==> src/rtl/simon_pkg.sv <==
// Shared types and constants for the Simon Says sequencer.
package simon_pkg;

  typedef enum logic [2:0] {
    S_IDLE,
    S_GAP,
    S_SHOW_ON,
    S_SHOW_OFF,
    S_PLAY,
    S_ECHO,
    S_WIN,
    S_LOSE
  } fsm_e;

  localparam logic [1:0] STATE_IDLE = 2'd0;
  localparam logic [1:0] STATE_SHOW = 2'd1;
  localparam logic [1:0] STATE_PLAY = 2'd2;
  localparam logic [1:0] STATE_OVER = 2'd3;

  localparam logic [3:0] COLOR_RED = 4'b0100;
  localparam logic [3:0] COLOR_YEL = 4'b0010;
  localparam logic [3:0] COLOR_GRN = 4'b0001;
  localparam logic [3:0] COLOR_BLU = 4'b1000;
  localparam logic [3:0] COLOR_ALL = 4'b1111;

  localparam int unsigned LFSR_W    = 8;
  localparam logic [7:0]  LFSR_SEED = 8'hA5;

  // Two-bit sequence entry to the one-hot button/lamp code.
  function automatic logic [3:0] idx_to_color(input logic [1:0] idx);
    logic [3:0] c;
    unique case (idx)
      2'd0:    c = COLOR_RED;
      2'd1:    c = COLOR_YEL;
      2'd2:    c = COLOR_GRN;
      default: c = COLOR_BLU;
    endcase
    return c;
  endfunction

endpackage

==> src/rtl/simon_lfsr.sv <==
// Free-running 8-bit maximal-length Fibonacci LFSR (taps 8,6,5,4).
module simon_lfsr
  import simon_pkg::*;
(
  input  logic              clk,
  input  logic              resetn,
  output logic [LFSR_W-1:0] q
);

  always_ff @(posedge clk or negedge resetn) begin
    if (!resetn) begin
      q <= LFSR_SEED;
    end else begin
      q <= {q[6:0], q[7] ^ q[5] ^ q[4] ^ q[3]};
    end
  end

endmodule

==> src/rtl/simon_sequencer.sv <==
// Simon Says game controller: pattern generation, playback, press checking.
// Define SIMON_TIMEOUT_EN to lose the game after TIMEOUT idle cycles in PLAY.
module simon_sequencer
  import simon_pkg::*;
#(
  parameter int unsigned T_ON      = 25000000,
  parameter int unsigned T_OFF     = 12500000,
  parameter int unsigned MAX_LEVEL = 5,
  parameter int unsigned TIMEOUT   = 150000000
) (
  input  logic       clk,
  input  logic       resetn,
  input  logic       start,
  input  logic [3:0] btn,
  output logic [3:0] color,
  output logic [2:0] level,
  output logic [1:0] state,
  output logic       win,
  output logic       lose
);

  localparam int unsigned T_MAX = (T_ON > T_OFF) ? T_ON : T_OFF;
  localparam int unsigned CNT_W = $clog2(T_MAX + 1);
  localparam int unsigned IDX_W = (MAX_LEVEL > 1) ? $clog2(MAX_LEVEL) : 1;
  localparam logic [CNT_W-1:0] LOAD_ON  = CNT_W'(T_ON - 1);
  localparam logic [CNT_W-1:0] LOAD_OFF = CNT_W'(T_OFF - 1);
  localparam logic [2:0]       LVL_MAX  = 3'(MAX_LEVEL);

  fsm_e             fsm_q, fsm_nxt;
  logic [CNT_W-1:0] cnt_q, cnt_nxt;
  logic [2:0]       idx_q, idx_nxt;
  logic [2:0]       level_nxt;
  logic [1:0]       seq_q [MAX_LEVEL];
  logic             seq_we;
  logic [2:0]       seq_wa;
  logic [LFSR_W-1:0] lfsr_q;
  logic             cnt_done;
  logic [3:0]       cur_color, nxt_color;
  logic [3:0]       color_nxt;
  logic [1:0]       state_nxt;
  logic             win_nxt, lose_nxt;
  logic             unused_lfsr;

`ifdef SIMON_TIMEOUT_EN
  localparam int unsigned TO_W = $clog2(TIMEOUT + 1);
  localparam logic [TO_W-1:0] TO_LAST = TO_W'(TIMEOUT - 1);
  logic [TO_W-1:0] to_q, to_nxt;
`else
  localparam int unsigned unused_timeout = TIMEOUT;
`endif

  simon_lfsr u_lfsr (
    .clk    (clk),
    .resetn (resetn),
    .q      (lfsr_q)
  );

  assign unused_lfsr = ^lfsr_q[LFSR_W-1:2];
  assign cnt_done    = (cnt_q == '0);
  assign cur_color   = idx_to_color(seq_q[IDX_W'(idx_q)]);
  assign nxt_color   = idx_to_color(seq_q[IDX_W'(idx_nxt)]);

  // Next-state logic and registered-output decode.
  always_comb begin
    fsm_nxt   = fsm_q;
    cnt_nxt   = cnt_q;
    idx_nxt   = idx_q;
    level_nxt = level;
    seq_we    = 1'b0;
    seq_wa    = '0;
`ifdef SIMON_TIMEOUT_EN
    to_nxt    = '0;
`endif
    color_nxt = '0;
    state_nxt = STATE_IDLE;
    win_nxt   = 1'b0;
    lose_nxt  = 1'b0;

    unique case (fsm_q)
      S_IDLE, S_WIN, S_LOSE: begin
        if (start) begin
          fsm_nxt   = S_GAP;
          level_nxt = 3'd1;
          idx_nxt   = '0;
          seq_we    = 1'b1;
          seq_wa    = '0;
          cnt_nxt   = LOAD_OFF;
        end
      end
      S_GAP: begin
        if (cnt_done) begin
          fsm_nxt = S_SHOW_ON;
          idx_nxt = '0;
          cnt_nxt = LOAD_ON;
        end else begin
          cnt_nxt = cnt_q - CNT_W'(1);
        end
      end
      S_SHOW_ON: begin
        if (cnt_done) begin
          fsm_nxt = S_SHOW_OFF;
          cnt_nxt = LOAD_OFF;
        end else begin
          cnt_nxt = cnt_q - CNT_W'(1);
        end
      end
      S_SHOW_OFF: begin
        if (!cnt_done) begin
          cnt_nxt = cnt_q - CNT_W'(1);
        end else if (idx_q == level - 3'd1) begin
          fsm_nxt = S_PLAY;
          idx_nxt = '0;
        end else begin
          fsm_nxt = S_SHOW_ON;
          idx_nxt = idx_q + 3'd1;
          cnt_nxt = LOAD_ON;
        end
      end
      S_PLAY: begin
        if (btn != 4'b0000) begin
          if (btn == cur_color) begin
            fsm_nxt = S_ECHO;
            cnt_nxt = LOAD_ON;
          end else begin
            fsm_nxt = S_LOSE;
          end
        end
`ifdef SIMON_TIMEOUT_EN
        else if (to_q == TO_LAST) begin
          fsm_nxt = S_LOSE;
        end else begin
          to_nxt = to_q + TO_W'(1);
        end
`endif
      end
      S_ECHO: begin
        if (!cnt_done) begin
          cnt_nxt = cnt_q - CNT_W'(1);
        end else if (idx_q < level - 3'd1) begin
          fsm_nxt = S_PLAY;
          idx_nxt = idx_q + 3'd1;
        end else if (level == LVL_MAX) begin
          fsm_nxt = S_WIN;
        end else begin
          fsm_nxt   = S_GAP;
          seq_we    = 1'b1;
          seq_wa    = level;
          level_nxt = level + 3'd1;
          idx_nxt   = '0;
          cnt_nxt   = LOAD_OFF;
        end
      end
      default: fsm_nxt = S_IDLE;
    endcase

    unique case (fsm_nxt)
      S_GAP, S_SHOW_OFF: state_nxt = STATE_SHOW;
      S_SHOW_ON: begin
        state_nxt = STATE_SHOW;
        color_nxt = nxt_color;
      end
      S_PLAY: state_nxt = STATE_PLAY;
      S_ECHO: begin
        state_nxt = STATE_PLAY;
        color_nxt = nxt_color;
      end
      S_WIN: begin
        state_nxt = STATE_OVER;
        color_nxt = COLOR_ALL;
        win_nxt   = 1'b1;
      end
      S_LOSE: begin
        state_nxt = STATE_OVER;
        color_nxt = nxt_color;
        lose_nxt  = 1'b1;
      end
      default: state_nxt = STATE_IDLE;
    endcase
  end

  always_ff @(posedge clk or negedge resetn) begin
    if (!resetn) begin
      fsm_q <= S_IDLE;
      cnt_q <= '0;
      idx_q <= '0;
      level <= '0;
      color <= '0;
      state <= STATE_IDLE;
      win   <= 1'b0;
      lose  <= 1'b0;
`ifdef SIMON_TIMEOUT_EN
      to_q  <= '0;
`endif
    end else begin
      fsm_q <= fsm_nxt;
      cnt_q <= cnt_nxt;
      idx_q <= idx_nxt;
      level <= level_nxt;
      color <= color_nxt;
      state <= state_nxt;
      win   <= win_nxt;
      lose  <= lose_nxt;
`ifdef SIMON_TIMEOUT_EN
      to_q  <= to_nxt;
`endif
    end
  end

  // Sequence RAM: one new entry sampled from the LFSR per round.
  always_ff @(posedge clk or negedge resetn) begin
    if (!resetn) begin
      for (int unsigned i = 0; i < MAX_LEVEL; i++) begin
        seq_q[i] <= 2'b00;
      end
    end else if (seq_we) begin
      seq_q[IDX_W'(seq_wa)] <= lfsr_q[1:0];
    end
  end

endmodule

==> config.mk <==
export PLATFORM = sky130hd
export DESIGN_NAME = simon_sequencer
export DESIGN_NICKNAME = d
export VERILOG_FILES = /design/src/rtl/simon_pkg.sv /design/src/rtl/simon_lfsr.sv /design/src/rtl/simon_sequencer.sv
export SDC_FILE = /design/constraint.sdc
export NUM_CORES = 1
export LEC_CHECK = 0
export BUFFER_PORTS_ARGS = -buffer_cell sky130_fd_sc_hd__buf_2
export CORE_MARGIN = 2
export CORE_UTILIZATION = 30
export CTS_CLUSTER_SIZE = 25
export DETAILED_ROUTE_END_ITERATION = 8
export GPL_TIMING_DRIVEN = 0
export PLACE_DENSITY_LB_ADDON = 0.05
export SLEW_MARGIN = 20
export SYNTH_ARGS = -nofsm -noshare
export SYNTH_HDL_FRONTEND = slang
export SYNTH_SLANG_ARGS = --single-unit
==> constraint.sdc <==
create_clock -name clk -period 4.6 [get_ports clk]
set_input_delay 0.46 -clock clk [delete_from_list [all_inputs] [get_ports clk]]
set_output_delay 0.46 -clock clk [all_outputs]
set_load 0.02 [all_outputs]
==> results of run 1 <==
==> synthesized netlist by cell type, types with 4 or more instances <==
| cell | instances |
|---|---|
| dfrtp_1 | 56 |
| or3_1 | 5 |
| buf_6 | 4 |
| nand2b_1 | 6 |
| xnor2_1 | 4 |
| o21a_1 | 5 |
| nor4_1 | 11 |
| nand3_1 | 12 |
| nand2_1 | 37 |
| clkbuf_1 | 12 |
| dfstp_2 | 4 |
| inv_1 | 14 |
| and2_1 | 4 |
| nor3_1 | 15 |
| nor2_1 | 18 |
| a21boi_0 | 4 |
| a21oi_1 | 22 |
| a21o_1 | 4 |
| o21ai_0 | 36 |
| o31ai_1 | 5 |
| mux2i_1 | 6 |
| nand3b_1 | 4 |
| ha_1 | 8 |
| and3_1 | 6 |
| a31oi_1 | 15 |
| mux2_2 | 11 |
==> registers in the layout, indices dropped and copies added, names as in the netlist <==
name / cells
cnt_q: 25
seq_q: 10
u_lfsr.q: 8
color: 4
fsm_q: 3
idx_q: 3
level: 3
state: 2
lose: 1
win: 1
==> critical path, stage by stage, from the launching register on <==
cell	delay [ns]
dfrtp_1	0.45
or4_1	0.60
nor4_1	0.80
nand3_1	0.37
or3_1	0.45
a21oi_1	0.41
o21ai_0	0.16
nand2_1	0.15
mux2_2	0.34
==> placed cells by master (no fill, tap or decap), types with 4 or more instances in the layout <==
master and n:
dfrtp_1 56, nand2_1 37, o21ai_0 36, a21oi_1 22, nor2_1 18, buf_2 16
a31oi_1 15, nor3_1 15, clkbuf_1 14, inv_1 14, nand3_1 12, mux2_2 11
nor4_1 11, clkbuf_16 9, ha_1 8, nand2b_1 6, mux2i_1 6, and3_1 6
o31ai_1 5, o21a_1 5, or3_1 5, nand3b_1 4, a21boi_0 4, xnor2_1 4
a21o_1 4, and2_1 4, buf_6 4, dfstp_2 4
==> metrics by stage <==
step                      total power [mW]  hold WS [ns]
final                                 2.07        0.0532
after global routing                  2.23        0.0705
after CTS                             2.10        0.0562
after detailed placement              1.45         0.345
after global placement                1.44         0.340
after floorplan                       1.24         0.164
==> kinds of logic after synthesis <==
kind of cell             after synthesis  share of synthesized area, %
multiplexers                          18                          5.36
flip-flops                            60                          40.9
adder cells (fa/ha/maj)                8                          2.71
AO/OA/AOI/OAI                        135                          24.9
XOR/XNOR                               6                          1.43
buffers and inverters                 32                          4.07
AND/OR/NAND/NOR                      142                          20.7
==> metal layers <==
layer | vias up | part of all wire (%)
met2 | 55 | 41
met1 | 1556 | 53
met5 | - | 0
met4 | 0 | 2.2
li1 | 1583 | -
met3 | 16 | 3.7
==> power groups by stage <==
stage / Sequential [mW] / Combinational [mW] / Clock, mW
2_1_floorplan: 0.724 / 0.518 / 0
3_3_place_gp: 0.732 / 0.706 / 0
3_5_place_dp: 0.732 / 0.715 / 0
4_1_cts: 0.725 / 0.717 / 0.657
5_1_grt: 0.745 / 0.804 / 0.685
6_report: 0.729 / 0.715 / 0.629
==> cell type report <==
cell class | count | area [um^2] | share of cell area [%]
multi-input cells | 309 | 2040 | 47.8
flip-flops and latches | 60 | 1510 | 35.3
clock buffers | 13 | 260 | 6.11
well taps | 147 | 184 | 4.32
repair buffers | 19 | 115 | 2.70
plain buffers | 17 | 93.8 | 2.20
inverters | 15 | 56.3 | 1.32
clock inverters | 2 | 10.0 | 0.235
==> final timing paths <==
path / startpoint / end / slack (ns)
worst max-delay path: cnt_q[16] / seq_q[8] / 0.74
worst min-delay path: resetn / cnt_q[18] / 0.05
worst max register to register: cnt_q[16] / seq_q[8] / 0.74
worst min register to register: u_lfsr.q[6] / u_lfsr.q[7] / 0.37
max in group asynchronous: resetn / u_lfsr.q[0] / 3.95
min in group clk: u_lfsr.q[6] / u_lfsr.q[7] / 0.37
==> reports/qor.yml, run 1 <==
floorplan:
  fp.dieH_um: 115
  die_w_um: 115
  die_area_mm2: 0.0132
  start_util_pct: 30.7
  io-pin-count: 18
  core_mm2: 0.0120
  rows: 40
timing:
  final.setup.worst_slack_ns: 0.740
  timing.final.crit_period_ns: 3.86
  fin_setup_tns_ns: 0
  rsz0062_at_grt: "no"
  hold_violations: 0
  setup_viol: 0
  fin_crit_sh_pct: 83.9
  fmax_ghz: 0.259
  slew_headroom_pct: 31.1
  slew_violations: 0
  fin_skew_ns: 0.00401
  tightest_slew_ns: 1.02
place:
  placed_cells: 567
  placed_cell_area_mm2: 0.00399
  hpwl_mm: 7.85
  place_ws_ns: 0.804
  gp_congestion: 0.796
  io_buffers: 17
global_route:
  grt_pass1_vias: 3113
  antenna_found_initial: 0
  grt_max_degree: 33
  track_usage_pct: 17.5
  use_met2_pct: 24.8
  grt_util_met3_pct: 4.01
  use_met1_pct: 25.6
  busiest_layer: "met1"
  grt_pass1_wl_mm: 17.4
  globalRouteOverflowTotal: 0
synthesis:
  syn_inst: 401
  synth-edff-count: 0
  avgSynthCellArea_um2: 9.20
  synth_area_mm2: 0.00369
  synth-seq-cells: 60
  netlist.area_leader.share_pct: 38.0
  synthTopCellsByArea: "dfrtp_1, o21ai_0, nand2_1, mux2_2, a21oi_1"
  ys_types: 66
  synthArstFlopShare_pct: 100
  yosysTopAreaCell: "dfrtp_1"
  yosys_warnings: 0
  yosysSeqAreaShare_pct: 40.9
  synth_ff_type: "dfrtp_1"
  synth_fp_nets: 416
layout:
  n_fill_cell: 1250
  drive_gt1_share_pct: 15.6
  fin_nets: 446
  finish.instance_area_mm2: 0.00426
  areaGrowthSynthToFinish_pct: 15.6
  antenna_cells: 0
  layout.core_utilization_pct: 35.5
  fin_cells: 582
pwr:
  swShare_pct: 37.3
  power_leakage_nw: 1.81
  switching_power_mw: 0.772
  pwr-share-seq_pct: 35.2
  vdd_ir_drop_max_v: 0.000179
  p_int_mw: 1.30
  pwr-share-clk_pct: 30.3
  comb_power_share_pct: 34.5
  power_density_mw_per_mm2: 486
setup_path:
  rr_worst_depth: 8
  path_class: "flop to flop"
  critical_path_required_ns: 4.82
  worstPathArrival_ns: 4.08
  worstSetupEndpointType: "flop"
  cp_max_fo: 7
  critPathLaunchType: "flop"
drt:
  post_drt_via_cell_ratio: 5.52
  drtAntennaViolNets: 0
  drtIter0Drc: 177
  drc: 0
  vias: 3210
  dr.pass1.iters: 4
  wl_mm: 10.6
  wl_per_cell_um: 18.2
clocking:
  cts_tree: "built"
  htreeDepth: 3
  clkTransAtPathRegs_ns: 0.05
  post-cts-setup-buffers: 0
  cts_root_buffer: "clkbuf_16"
  clock_latency_ns: 0.34
  cts_resized: 0
  cts_sinks: 60
  cts_hold_buf: 0
  cts_buffers: 9
  clockBufferDepth: 2
status:
  outcome: "complete, no violations"
run:
  cap_violations: 0
worst_hold_path:
  min_path_type: "input port to async pin"
Power figures use the tool's default switching activity.
==> run 2, diff against run 1 <==
==> constraint.sdc (replaced) <==
create_clock -name clk -period 3.6 [get_ports clk]
set_input_delay 0.36 -clock clk [delete_from_list [all_inputs] [get_ports clk]]
set_output_delay 0.36 -clock clk [all_outputs]
set_load 0.02 [all_outputs]
==> reports/qor.yml, run 2 (synthesis results as in run 1) <==
place:
  io_buffers: 17  # unchanged
  hpwl_mm: 7.85  # unchanged
  placed_cell_area_mm2: 0.00399  # unchanged
  gp_congestion: 0.796  # unchanged
  place_ws_ns: -0.196  # was 0.804 ns
  placed_cells: 567  # unchanged
drt:
  dr.pass1.iters: 6  # was 4
  vias: 3231  # was 3210
  drtIter0Drc: 196  # was 177
  wl_per_cell_um: 18.4  # was 18.2 um
  post_drt_via_cell_ratio: 5.51  # was 5.52
  drtAntennaViolNets: 0  # unchanged
  wl_mm: 10.8  # was 10.6 mm
  drc: 0  # unchanged
global_route:
  grt_pass1_wl_mm: 17.6  # was 17.4 mm
  globalRouteOverflowTotal: 0  # unchanged
  grt_max_degree: 33  # unchanged
  use_met2_pct: 25.0  # was 24.8%
  busiest_layer: "met1"  # unchanged
  track_usage_pct: 17.7  # was 17.5%
  grt_pass1_vias: 3117  # was 3113
  grt_util_met3_pct: 4.01  # unchanged
  antenna_found_initial: 0  # unchanged
  use_met1_pct: 25.9  # was 25.6%
worst_hold_path:
  min_path_type: "flop to flop"  # was input port to async pin
setup_path:
  slowest_stage: "or4_4"  # was nor4_1
  path_cells: "inv_1 -> ha_2 -> or3b_4 -> or4_4 -> buf_6 -> o31a_1 -> o21a_1 -> or2_1 -> buf_6 -> o32ai_4 -> buf_4 -> a221oi_2 -> a211oi_2"  # was or4_1 -> nor4_1 -> nand3_1 -> or3_1 -> a21oi_1 -> o21ai_0 -> nand2_1 -> mux2_2
  endpoint: "color[2]"  # was seq_q[8]
  worstPathArrival_ns: 3.72  # was 4.08 ns
  r2r_slack_ns: 0.14  # was 0.74 ns
  crit_start: "cnt_q[0]"  # was cnt_q[16]
  worstSetupEndpointType: "flop"  # unchanged
  worst_path_most_repeated_cell: "buf_6"
  critical_path_required_ns: 3.85  # was 4.82 ns
  crit-reg2reg-launch: "cnt_q[0]"  # was cnt_q[16]
  path_class: "flop to flop"  # unchanged
  r2r_end: "color[2]"  # was seq_q[8]
  rr_worst_depth: 13  # was 8
  cp_max_fo: 6  # was 7
  critPathLaunchType: "flop"  # unchanged
  slowest_delay_ns: 0.53  # was 0.80 ns
layout:
  n_fill_cell: 1249  # was 1250
  fin_cells: 586  # was 582
  top_register: "cnt_q"  # unchanged
  largest_register_ffs: 25  # unchanged
  layout.core_utilization_pct: 36.7  # was 35.5%
  drive_gt1_share_pct: 19.8  # was 15.6%
  areaGrowthSynthToFinish_pct: 19.5  # was 15.6%
  antenna_cells: 0  # unchanged
  fin_nets: 450  # was 446
  finish.instance_area_mm2: 0.00441  # was 0.00426 mm^2
  most-common-layout-cells: "dfrtp_1, nand2_1, o21ai_0"  # unchanged
  reg_top3: "cnt_q (25), seq_q (10), u_lfsr.q (8)"  # unchanged
  final_common_cell: "dfrtp_1"  # unchanged
floorplan:
  io-pin-count: 18  # unchanged
  start_util_pct: 30.7  # unchanged
  die_w_um: 115  # unchanged
  core_mm2: 0.0120  # unchanged
  fp.dieH_um: 115  # unchanged
  die_area_mm2: 0.0132  # unchanged
  rows: 40  # unchanged
timing:
  whs_ns: 0.366  # was 0.0532 ns
  tightest_slew_ns: 0.831  # was 1.02 ns
  fin_setup_tns_ns: 0  # unchanged
  final.setup.worst_slack_ns: 0.137  # was 0.740 ns
  fmax_ghz: 0.289  # was 0.259 GHz
  fin_crit_sh_pct: 96.2  # was 83.9%
  setup_viol: 0  # unchanged
  slew_headroom_pct: 44.6  # was 31.1%
  timing.final.crit_period_ns: 3.46  # was 3.86 ns
  hold_violations: 0  # unchanged
  rsz0062_at_grt: "yes"  # was no
  fin_skew_ns: 0.00488  # was 0.00401 ns
  slew_violations: 0  # unchanged
clocking:
  clock_latency_ns: 0.34  # about the same
  cts_tree: "built"  # unchanged
  cts_root_buffer: "clkbuf_16"  # unchanged
  clockBufferDepth: 2  # unchanged
  clkTransAtPathRegs_ns: 0.05  # about the same
  htreeDepth: 3  # unchanged
  cts_sinks: 60  # unchanged
  cts_buffers: 9  # unchanged
pwr:
  power_leakage_nw: 1.85  # was 1.81 nW
  p_total_mw: 2.73  # was 2.07 mW
  vdd_ir_drop_max_v: 0.000232  # was 0.000179 V
  power_density_mw_per_mm2: 620  # was 486 mW/mm^2
status:
  outcome: "complete, no violations"  # unchanged
run:
  cap_violations: 0  # unchanged
## run 2: cell types whose count changed in the layout (fill, tap and decap cells not counted), moves of 2 or more
cell / before / now
a21boi_0: 4 / 2
nor3_2: 2 / 0
a21boi_1: 0 / 2
nor4_4: 0 / 2
a31oi_1: 15 / 13
nor3_4: 0 / 2
nor4_1: 11 / 9
buf_4: 2 / 6
clkbuf_1: 14 / 11
## run 2: layer usage
metal | vias to the layer above | share of wire (%)
li1 | 1596 | -
met1 | 1573 | 53
met2 | 52 | 42
met3 | 10 | 3.4
met4 | 0 | 1.6
met5 | - | 0
## run 2: cell type report
| class | count | area, um^2 | share of cell area [%] |
|---|---|---|---|
| plain buffers | 16 | 92.6 | 2.10 |
| clock buffers | 13 | 260 | 5.90 |
| clock inverters | 2 | 10.0 | 0.227 |
| inverters | 15 | 56.3 | 1.28 |
| multi-input cells | 309 | 2140 | 48.6 |
| flip-flops and latches | 60 | 1510 | 34.2 |
| well taps | 147 | 184 | 4.17 |
| repair buffers | 24 | 155 | 3.52 |
## run 2: power breakdown
part / total, mW / switching [mW] / internal, mW / leakage (nW)
Clock: 0.802 / 0.305 / 0.497 / 0.135
Sequential: 0.933 / 0.140 / 0.792 / 0.752
Combinational: 0.997 / 0.591 / 0.406 / 0.962
Total: 2.73 / 1.04 / 1.70 / 1.85
## run 2: how the worst min path moves through the flow
stage                      from          end  cells past startpoint
finish              u_lfsr.q[6]  u_lfsr.q[7]                      0
global route        u_lfsr.q[6]  u_lfsr.q[7]                      0
CTS                 u_lfsr.q[6]  u_lfsr.q[7]                      0
detailed placement       resetn    cnt_q[18]                      1
global placement    u_lfsr.q[6]  u_lfsr.q[7]                      0
floorplan                resetn     cnt_q[0]                      0
## run 2: timing repair
item	CTS	global route
hold buffers	1	0
setup endpoints to repair	20	23
pin swaps	0	5
setup buffers	0	4
resized for setup	5	21
endpoints found under the hold margin	25	0
## run 2: critical path: cells and delay by family (launching register included)
family,cells,cell delay (ns)
simple gates,3,1.17
compound gates,5,1.09
buf+inv,4,0.53
flops,1,0.41
fa+ha+maj,1,0.17
